<file path="src/rtl/pe_row_conv.sv">
// pe_row_conv -- one row of a 1-D convolution processing element.
//
// Loads a row of IACT_LEN activations, optionally a fresh kernel of
// KERNEL_LEN weights, runs one signed MAC per cycle to build
// OUT_LEN = IACT_LEN-KERNEL_LEN+1 partial sums, then streams them out,
// optionally adding an incoming psum stream word by word.
//
// Ports
//   clk, rst                       clock (rising edge), async active-high reset
//   start, wgt_reuse, acc_en       row command; modes sampled with start in IDLE
//   iact_valid/ready/data          activation stream (DATA_W, signed)
//   wgt_valid/ready/data           weight stream (DATA_W, signed)
//   psum_valid/ready/data          incoming partial sums (ACC_W, signed)
//   out_valid/ready/data           result stream (ACC_W, signed)
//   busy, done                     busy = not IDLE; done = 1-cycle end-of-row pulse
module pe_row_conv #(
  parameter int DATA_W     = 16,
  parameter int ACC_W      = 40,
  parameter int IACT_LEN   = 5,
  parameter int KERNEL_LEN = 3
) (
  input  logic              clk,
  input  logic              rst,
  input  logic              start,
  input  logic              wgt_reuse,
  input  logic              acc_en,
  input  logic              iact_valid,
  output logic              iact_ready,
  input  logic [DATA_W-1:0] iact_data,
  input  logic              wgt_valid,
  output logic              wgt_ready,
  input  logic [DATA_W-1:0] wgt_data,
  input  logic              psum_valid,
  output logic              psum_ready,
  input  logic [ACC_W-1:0]  psum_data,
  output logic              out_valid,
  input  logic              out_ready,
  output logic [ACC_W-1:0]  out_data,
  output logic              busy,
  output logic              done
);

  localparam int OUT_LEN = IACT_LEN - KERNEL_LEN + 1;
  localparam int IW = (IACT_LEN   > 1) ? $clog2(IACT_LEN)   : 1;
  localparam int KW = (KERNEL_LEN > 1) ? $clog2(KERNEL_LEN) : 1;
  localparam int OW = (OUT_LEN    > 1) ? $clog2(OUT_LEN)    : 1;

  localparam logic [2:0] S_IDLE      = 3'd0;
  localparam logic [2:0] S_LOAD_IACT = 3'd1;
  localparam logic [2:0] S_LOAD_WGT  = 3'd2;
  localparam logic [2:0] S_COMPUTE   = 3'd3;
  localparam logic [2:0] S_DRAIN     = 3'd4;
  localparam logic [2:0] S_DONE      = 3'd5;

  logic [2:0]    state;
  logic [IW-1:0] cnt;     // load index, then drain index
  logic [OW-1:0] o_idx;
  logic [KW-1:0] k_idx;
  logic          reuse_q, acc_en_q, kload_q;

  logic signed [DATA_W-1:0]   iact_mem [IACT_LEN];
  logic signed [DATA_W-1:0]   wgt_mem  [KERNEL_LEN];
  logic signed [ACC_W-1:0]    acc      [OUT_LEN];
  logic signed [2*DATA_W-1:0] prod;
  logic signed [ACC_W-1:0]    drain_acc;

  logic iact_hs, wgt_hs, out_hs;
  logic last_iact, last_wgt, last_out, last_k, last_o;

  assign iact_ready = (state == S_LOAD_IACT);
  assign wgt_ready  = (state == S_LOAD_WGT);
  assign busy       = (state != S_IDLE);
  assign done       = (state == S_DONE);

  // With accumulation the output beat is just the psum beat passed through,
  // so psum is consumed exactly when the sum is taken downstream.
  assign out_valid  = (state == S_DRAIN) && (acc_en_q ? psum_valid : 1'b1);
  assign psum_ready = (state == S_DRAIN) && acc_en_q && out_ready;

  assign drain_acc = acc[OW'(cnt)];
  assign out_data  = (state != S_DRAIN) ? '0 :
                     acc_en_q ? drain_acc + psum_data : drain_acc;

  assign iact_hs = iact_valid && iact_ready;
  assign wgt_hs  = wgt_valid && wgt_ready;
  assign out_hs  = out_valid && out_ready;

  assign last_iact = (cnt == IW'(IACT_LEN - 1));
  assign last_wgt  = (cnt == IW'(KERNEL_LEN - 1));
  assign last_out  = (cnt == IW'(OUT_LEN - 1));
  assign last_k    = (k_idx == KW'(KERNEL_LEN - 1));
  assign last_o    = (o_idx == OW'(OUT_LEN - 1));

  // Full-precision product; sign-extended into the accumulator below.
  assign prod = iact_mem[IW'(o_idx) + IW'(k_idx)] * wgt_mem[k_idx];

  always_ff @(posedge clk or posedge rst) begin
    if (rst) begin
      state    <= S_IDLE;
      cnt      <= '0;
      o_idx    <= '0;
      k_idx    <= '0;
      reuse_q  <= 1'b0;
      acc_en_q <= 1'b0;
      kload_q  <= 1'b0;
      for (int i = 0; i < OUT_LEN; i++) acc[i] <= '0;
    end else begin
      case (state)
        S_IDLE: if (start) begin
          reuse_q  <= wgt_reuse;
          acc_en_q <= acc_en;
          cnt      <= '0;
          state    <= S_LOAD_IACT;
        end
        S_LOAD_IACT: if (iact_hs) begin
          if (last_iact) begin
            cnt <= '0;
            // Reuse only honoured once a kernel actually exists.
            if (reuse_q && kload_q) begin
              state <= S_COMPUTE;
              o_idx <= '0;
              k_idx <= '0;
              for (int i = 0; i < OUT_LEN; i++) acc[i] <= '0;
            end else begin
              state <= S_LOAD_WGT;
            end
          end else begin
            cnt <= cnt + 1'b1;
          end
        end
        S_LOAD_WGT: if (wgt_hs) begin
          if (last_wgt) begin
            cnt     <= '0;
            kload_q <= 1'b1;
            state   <= S_COMPUTE;
            o_idx   <= '0;
            k_idx   <= '0;
            for (int i = 0; i < OUT_LEN; i++) acc[i] <= '0;
          end else begin
            cnt <= cnt + 1'b1;
          end
        end
        S_COMPUTE: begin
          acc[o_idx] <= acc[o_idx] + ACC_W'(prod);
          if (last_k) begin
            k_idx <= '0;
            o_idx <= o_idx + 1'b1;
            if (last_o) begin
              state <= S_DRAIN;
              cnt   <= '0;
            end
          end else begin
            k_idx <= k_idx + 1'b1;
          end
        end
        S_DRAIN: if (out_hs) begin
          if (last_out) begin
            state <= S_DONE;
            cnt   <= '0;
          end else begin
            cnt <= cnt + 1'b1;
          end
        end
        S_DONE:  state <= S_IDLE;
        default: state <= S_IDLE;
      endcase
    end
  end

  // Operand storage needs no reset: it is always written before use.
  always_ff @(posedge clk) begin
    if (iact_hs) iact_mem[cnt]       <= iact_data;
    if (wgt_hs)  wgt_mem[KW'(cnt)]   <= wgt_data;
  end

endmodule

</file>
<file path="config.mk">
export PLATFORM = sky130hd
export DESIGN_NAME = pe_row_conv
export DESIGN_NICKNAME = d
export VERILOG_FILES = /design/src/rtl/pe_row_conv.sv
export SDC_FILE = /design/constraint.sdc
export NUM_CORES = 2
export LEC_CHECK = 0
export ABC_AREA = 1
export CORE_MARGIN = 2
export CORE_UTILIZATION = 50
export DETAILED_ROUTE_END_ITERATION = 8
export GPL_ROUTABILITY_DRIVEN = 0
export GPL_TIMING_DRIVEN = 0
export MAX_ROUTING_LAYER = met4
export PLACE_DENSITY = 0.78
export SLEW_MARGIN = 40
export SYNTH_ARGS = -nofsm -noshare
export SYNTH_HDL_FRONTEND = slang
export SYNTH_SLANG_ARGS = --single-unit
</file>
<file path="constraint.sdc">
create_clock -name clk -period 11.15 [get_ports clk]
set_clock_uncertainty 0.1 [all_clocks]
set_input_delay 1.6725 -clock clk [delete_from_list [all_inputs] [get_ports clk]]
set_output_delay 1.6725 -clock clk [all_outputs]
set_load 0.05 [all_outputs]
</file>
---- Word-level counts from Yosys, hierarchy flattened ----
Memory sizes are Yosys's and may differ from the RTL's.
Index checks and enable logic that the tools add are counted.
operators by class
  $add $sub $neg .......................... 6
  $mul .................................... 1
  magnitude comparators ................... 3
  equality and inequality tests ........... 20
  muxes and demuxes ....................... 51
  bitwise operators ....................... 2
  reductions and logical operators ........ 18
operators with widths
  operator            number
  $mux 120            5
  $pmux 120 s3        1
  $mux 40             7
  $bmux 40 s2         2
  $bwmux 120          1
  $demux 40 s2        1
  $mux 3              17
  $add 40x32->40      1
  $add 40x40->40      1
  $mul 16x16->32      1
  $pmux 3 s5          2
  $mux 2              7
  $reduce_and 7->1    2
  $pmux 2 s3          2
  $ne 2x1->1 const B  5
  $ne 2x2->1 const B  5
  $eq 3x2->1 const B  3
  $eq 3x3->1 const B  3
  $reduce_and 9->1    1
  $logic_and 1x1->1   8
  $ge 3x3->1 const B  2
  $mux 1              6
  $not 2->3           2
  $reduce_and 6->1    1
  other kinds (12)    15
word-level totals
  register bits ........................... 133
  memory bits (writable) .................. 128
  output and inout port bits .............. 46
  memories ................................ 2
memories
  name      words  width  rd ports  clocked after memory_dff  write ports  line  text
  iact_mem  5      16     1         0                         1            61    logic signed [DATA_W-1:0] iact_mem [IACT_LEN];
  wgt_mem   3      16     1         0                         1            62    logic signed [DATA_W-1:0] wgt_mem [KERNEL_LEN];

---- Logic depth before layout (Yosys ltp) ----
  depth after elaboration ................. 7
  depth in mapped cells ................... 38
  depth with buffers taken out ............ 36

---- Worst setup path before layout ----
No wires, ideal clock.
  path type ............................... reg-to-reg
  from .................................... register k_idx[0]
  to ...................................... register acc[119] (netlist bit)
  arrival time ............................ 6.767 ns
  required time ........................... 10.932 ns
  setup slack ............................. 4.166 ns
  stages on the path, launching flop included .. 30
  buffers on the path ..................... 1
  clock period less this slack ............ 6.984 ns
  cells stage by stage .................... dfrtp_1 > ha_1 > fa_1 > inv_1 > nand3_1 > nand2_1 > nand2_1 > nand2_1 > clkbuf_1 > nor2_1 > fa_1 > fa_1 > inv_1 > fa_1 > fa_1 > inv_1 > fa_1 > inv_1 > fa_1 > inv_1 > ha_1 > nand2_1 > nor2_1 > nand2_1 > nor2_1 > nand3_1 > nand3_1 > nand3_1 > nand3_1 > nand2_1
on the way
  longest elaborated chain between the ends .. 6
  elaborated cells between the ends (all ways) .. 7
  classes of those cells .................. add/sub (2); mul (1); mux (2); memory (2)
ends and longest elaborated chain
  element                         line  text
  start: declaration              58    logic [KW-1:0] k_idx;
  start signal: assignment        153   k_idx <= k_idx + 1'b1;
  $add 2x2->3                     95    assign prod = iact_mem[IW'(o_idx) + IW'(k_idx)] * wgt_mem[k_idx];
  $mem_v2 5x16                    --
  $mul 16x16->32 *                95
  $add 40x32->40 *                144   acc[o_idx] <= acc[o_idx] + ACC_W'(prod);
  $bwmux 120 *                    144
  $pmux 120 s3 *                  108   case (state)
  end signal: indexed assignment  144
  end: declaration                63    logic signed [ACC_W-1:0] acc [OUT_LEN];
Every way passes the cells marked *; elsewhere a longest branch is shown, timed or not.
A chain may end at the register's enable or synchronous reset.

---- Worst setup path in the final report ----
  from .................................... register o_idx[0]
  to ...................................... register acc[73] (netlist bit)
on the way
  longest elaborated chain between the ends .. 7
  elaborated cells between the ends (all ways) .. 15
  classes of those cells .................. add/sub (2); mul (1); order compare (2); mux (7); bitwise (1); reduce/logical (1); memory (1)
ends and longest elaborated chain
  element                                                 line  text
  start: declaration                                      57    logic [OW-1:0] o_idx;
  start signal: assignment                                147   o_idx <= o_idx + 1'b1;
  branches (longest 5 deep; another with $add 40x32->40)  --
  $bwmux 120 *                                            144
  $pmux 120 s3 *                                          108
Mark *: on every way between the ends. The select of a mux whose other input is x is not followed.

==> impl_results.md <==
- Type of the setup path with the least slack: flip-flop to flip-flop
- Detailed-router iteration count before antenna repair: 9
- Count of unique library cells instantiated by Yosys: 53
- Total cell area at the placement stage: 30800 um^2
- Total wire length: between 80000 and 90000 um
- Number of maximum-capacitance violations: 0
- Post-DP HPWL: 72000 um
- Endpoint of the worst-slack reg-to-reg timing path: acc[73]$_DFFE_PP0P_
- Top post-synthesis cells by area: fa_1 (23%), edfxtp_1 (14%), dfrtp_1 (12%)
- Initial standard-cell utilization of the core: 50.4%
- Clock tree sinks: 261
- Buffering stage count on the worst path with inverters included: 6
- Count of boundary I/O pins: 127
- Top post-synthesis cells by count: nand2_1 (759), inv_1 (754), nor2_1 (351)
- GR Layer Usage met3: under 10%
- Met1 usage: 40.2%
- Count of antenna-violating nets left after detailed routing: 0
- Number of resized instances in the post-cts repair step: 0
- Number of buffers created by CTS: 27
- Critical register-to-register path startpoint: o_idx[0]$_DFFE_PP0P_
- Max incr delay on CP: 0.54 ns
- Hold buffer count at cts: 0
- Final setup violation count: 0
- Kind of start point of the critical path: flip-flop
- Number of nets in the synthesized netlist: 4193
- GR Overflow Total: 0
- Main combinational cell family by area after synthesis: adder cells
- Met2 usage: between 40% and 50%
- Vias in the first global route: 25000
- Slew HR: approximately two fifths
- TritonCTS clock tree: done
- Category of the worst setup path capture point: flip-flop
- Clock-pin slew reported for the worst setup and hold paths after clock tree synthesis: 0.07 ns
- Final critical delay including setup and external delays: a little under 9 ns
- Die H: 242 um
- Die Footprint: 58600 um^2
- Synth Flop Type: dfrtp_1
- Sum Neg Setup Slack: 0 ns
- Standard-cell rows: 87
- Post-synthesis xor/xnor area fraction: 0.680%
- Yosys warnings: 0
- FF-to-FF setup slack: between 2 and 3 ns
- Critical hold path startpoint: acc[36]$_DFFE_PP0P_
- Final std cells w/o fill: 4564
- Later-pin clock latency in the skew report: 0.58 ns
- Cell area after technology mapping: 28300 um^2
- Drt initial violations: 3475
- Most used standard cell by instance count after synthesis: nand2_1
- Number of antenna violations at the first check in global routing: 1
- Filler instances: 5111
- Data arrival, critical path: 9.00 ns
- Unrepaired setup endpoints after global routing: false
- Cells after Synth: 3618
- Final hold violation count: 0
- Seq/Total Area, Yosys: 25.3%
- CP Max Fanout: 10
- Post-route standard cell area excluding fillers: 31700 um^2
- Share of flip-flops with an asynchronous set or reset: between 50% and 60%
- CTS H-tree depth: 1
- Total core area: 56200 um^2
- Number of remaining DRC errors: 0
- Least-Margin Pin Slew: 0.863 ns
- Busiest metal layer after global routing: met2
- Fraction of layout instances using a drive strength above 1: 4.10%
- Required time of the worst setup path: 11.50 ns
- End point of the most critical hold path: acc[36]$_DFFE_PP0P_
- Most frequent CP cell: nand2_1
- Number of instances in the placed design: 4515
- Detail-routed via count per cell: 5.68
- Reg2reg path depth: 30
- Synth Area in Simple Gates: between 15 and 20%
- Fin util: between 50% and 60%
- Area growth from synthesis to layout: 11.9%
- Slowest CP cell: fa_1
- Count of flip-flops with a built-in enable after synthesis: 128
- Status: completed
- Hold path cells: 2
- Count of input and output buffers: about 130
- Via total after detailed routing: between 20000 and 30000
- Mux contribution to synthesized area: 0.0397%
- Path class of the lowest-slack min-delay path: flip-flop to flip-flop
- Maximum number of pins on one net before global-route repair: 70
- Root buffer cell: clkbuf_16
- Post-detailed-route wirelength per cell: 19.5 um
- Wire length of the first global-routing pass: 138000 um
- Number of max-slew violations in the final report: 0
- Highest clock rate: 0.116 GHz
- Cell family with most CP delay: adder cells
- Die width: roughly 240 um
- Mean post-synth cell area: 7.83 um^2
- Nets@finish: 4363
- Proportion of netlist area held by the largest area contributor: 23.5%
- Dominant cell type by area after synthesis: fa_1
- Period Utilization, post-route: 77.6%
- Adder and majority gate portion of the synthesized area: 30.6%
- Share of the synthesized area in compound gates (AO/OA/AOI/OAI): a little under an eighth
- Count of state elements after synthesis: between 200 and 300
- Bufs on Longest Clock Path: 3
- Setup fix buffers added after clock tree synthesis: 0
- Area of combinational cells with multiple inputs: 17900 um^2
- Total routing usage reported by global routing: 31.0%
- Area taken by flip-flops and latches: around 7000 um^2
-- cell type report --
class | instances | share of cell area (%)
Tap cell | 756 | 2.98
Timing Repair Buffer | 141 | 4.46
Clock buffer | 31 | 2.18
Clock inverter | 17 | 0.805
Buffer | 98 | 1.40
Multi-Input combinational cell | 2485 | 56.4
Antenna cell | 1 | 0.00789
Inverter | 774 | 9.19
Sequential cell | 261 | 22.6
-- layer usage --
metal	share of wire, %	vias to the layer above
met5	0	-
met4	5.3	0
met3	12	300
met2	44	1681
met1	38	12300
li1	-	11700
-- cell usage in the layout, fill, tap and decap left out, types with 7 or more instances in the layout --
| cell | n |
|---|---|
| o21bai_1 | 17 |
| xnor2_1 | 10 |
| fa_1 | 331 |
| inv_2 | 12 |
| buf_2 | 40 |
| a32o_1 | 14 |
| o21ai_2 | 8 |
| nor2_1 | 348 |
| o211ai_1 | 7 |
| buf_4 | 8 |
| clkbuf_1 | 52 |
| a21o_1 | 7 |
| nand3b_1 | 8 |
| nor3_1 | 17 |
| o21a_1 | 16 |
| o22a_1 | 10 |
| clkinv_1 | 13 |
| edfxtp_1 | 128 |
| buf_1 | 9 |
| inv_1 | 752 |
| clkdlybuf4s50_1 | 126 |
| dfrtp_1 | 133 |
| or2_2 | 14 |
| nand3_1 | 175 |
| o22ai_1 | 36 |
| clkbuf_16 | 27 |
| a21oi_1 | 187 |
| nand4_1 | 27 |
| xor2_1 | 12 |
| o21ai_0 | 267 |
| nand2_1 | 759 |
| ha_1 | 162 |
| o21ai_1 | 11 |
-- per-stage QoR --
step / hold WS (ns) / setup WS, ns
2_1_floorplan: 0.342 / 4.17
3_3_place_gp: 0.363 / 2.73
3_5_place_dp: 0.367 / 2.69
4_1_cts: 0.381 / 2.63
5_1_grt: 0.398 / 2.13
6_report: 0.380 / 2.50
-- flip-flops by register name (all words and copies together), names as in the netlist --
register	cells
iact_mem	80
kload_q	1
acc	120
cnt	3
reuse_q	1
o_idx	2
wgt_mem	48
acc_en_q	1
state	3
k_idx	2
-- logic make-up after synthesis --
| logic type | after synthesis |
|---|---|
| fa+ha+maj | 494 |
| compound gates | 598 |
| buf+inv | 872 |
| flops | 261 |
| simple gates | 1370 |
| mux | 1 |
| xor+xnor | 22 |
-- worst register-to-register path, delay by kind of cell (launching register included) --
family	cells	cell delay, ns
AOI/OAI and AO/OA	2	0.70
adders and majority gates	9	4.12
buffers and inverters	6	1.24
DFF	1	0.46
and+or+nand+nor	13	1.91
-- how the worst max path moves through the flow --
stage | from | end | slack [ns] | cells after the start
final | o_idx[0]$_DFFE_PP0P_ | acc[73]$_DFFE_PP0P_ | 2.50 | 30
after floorplan | k_idx[0]$_DFFE_PP0P_ | acc[119]$_DFFE_PP0P_ | 4.17 | 29
after detailed placement | k_idx[0]$_DFFE_PP0P_ | acc[73]$_DFFE_PP0P_ | 2.69 | 30
after global placement | o_idx[0]$_DFFE_PP0P_ | acc[73]$_DFFE_PP0P_ | 2.73 | 30
after CTS | k_idx[0]$_DFFE_PP0P_ | acc[73]$_DFFE_PP0P_ | 2.63 | 30
after global routing | o_idx[0]$_DFFE_PP0P_ | acc[73]$_DFFE_PP0P_ | 2.13 | 30
Power is not shown: default switching activity piles up to over one toggle a cycle in this logic, so the estimate is an artifact.
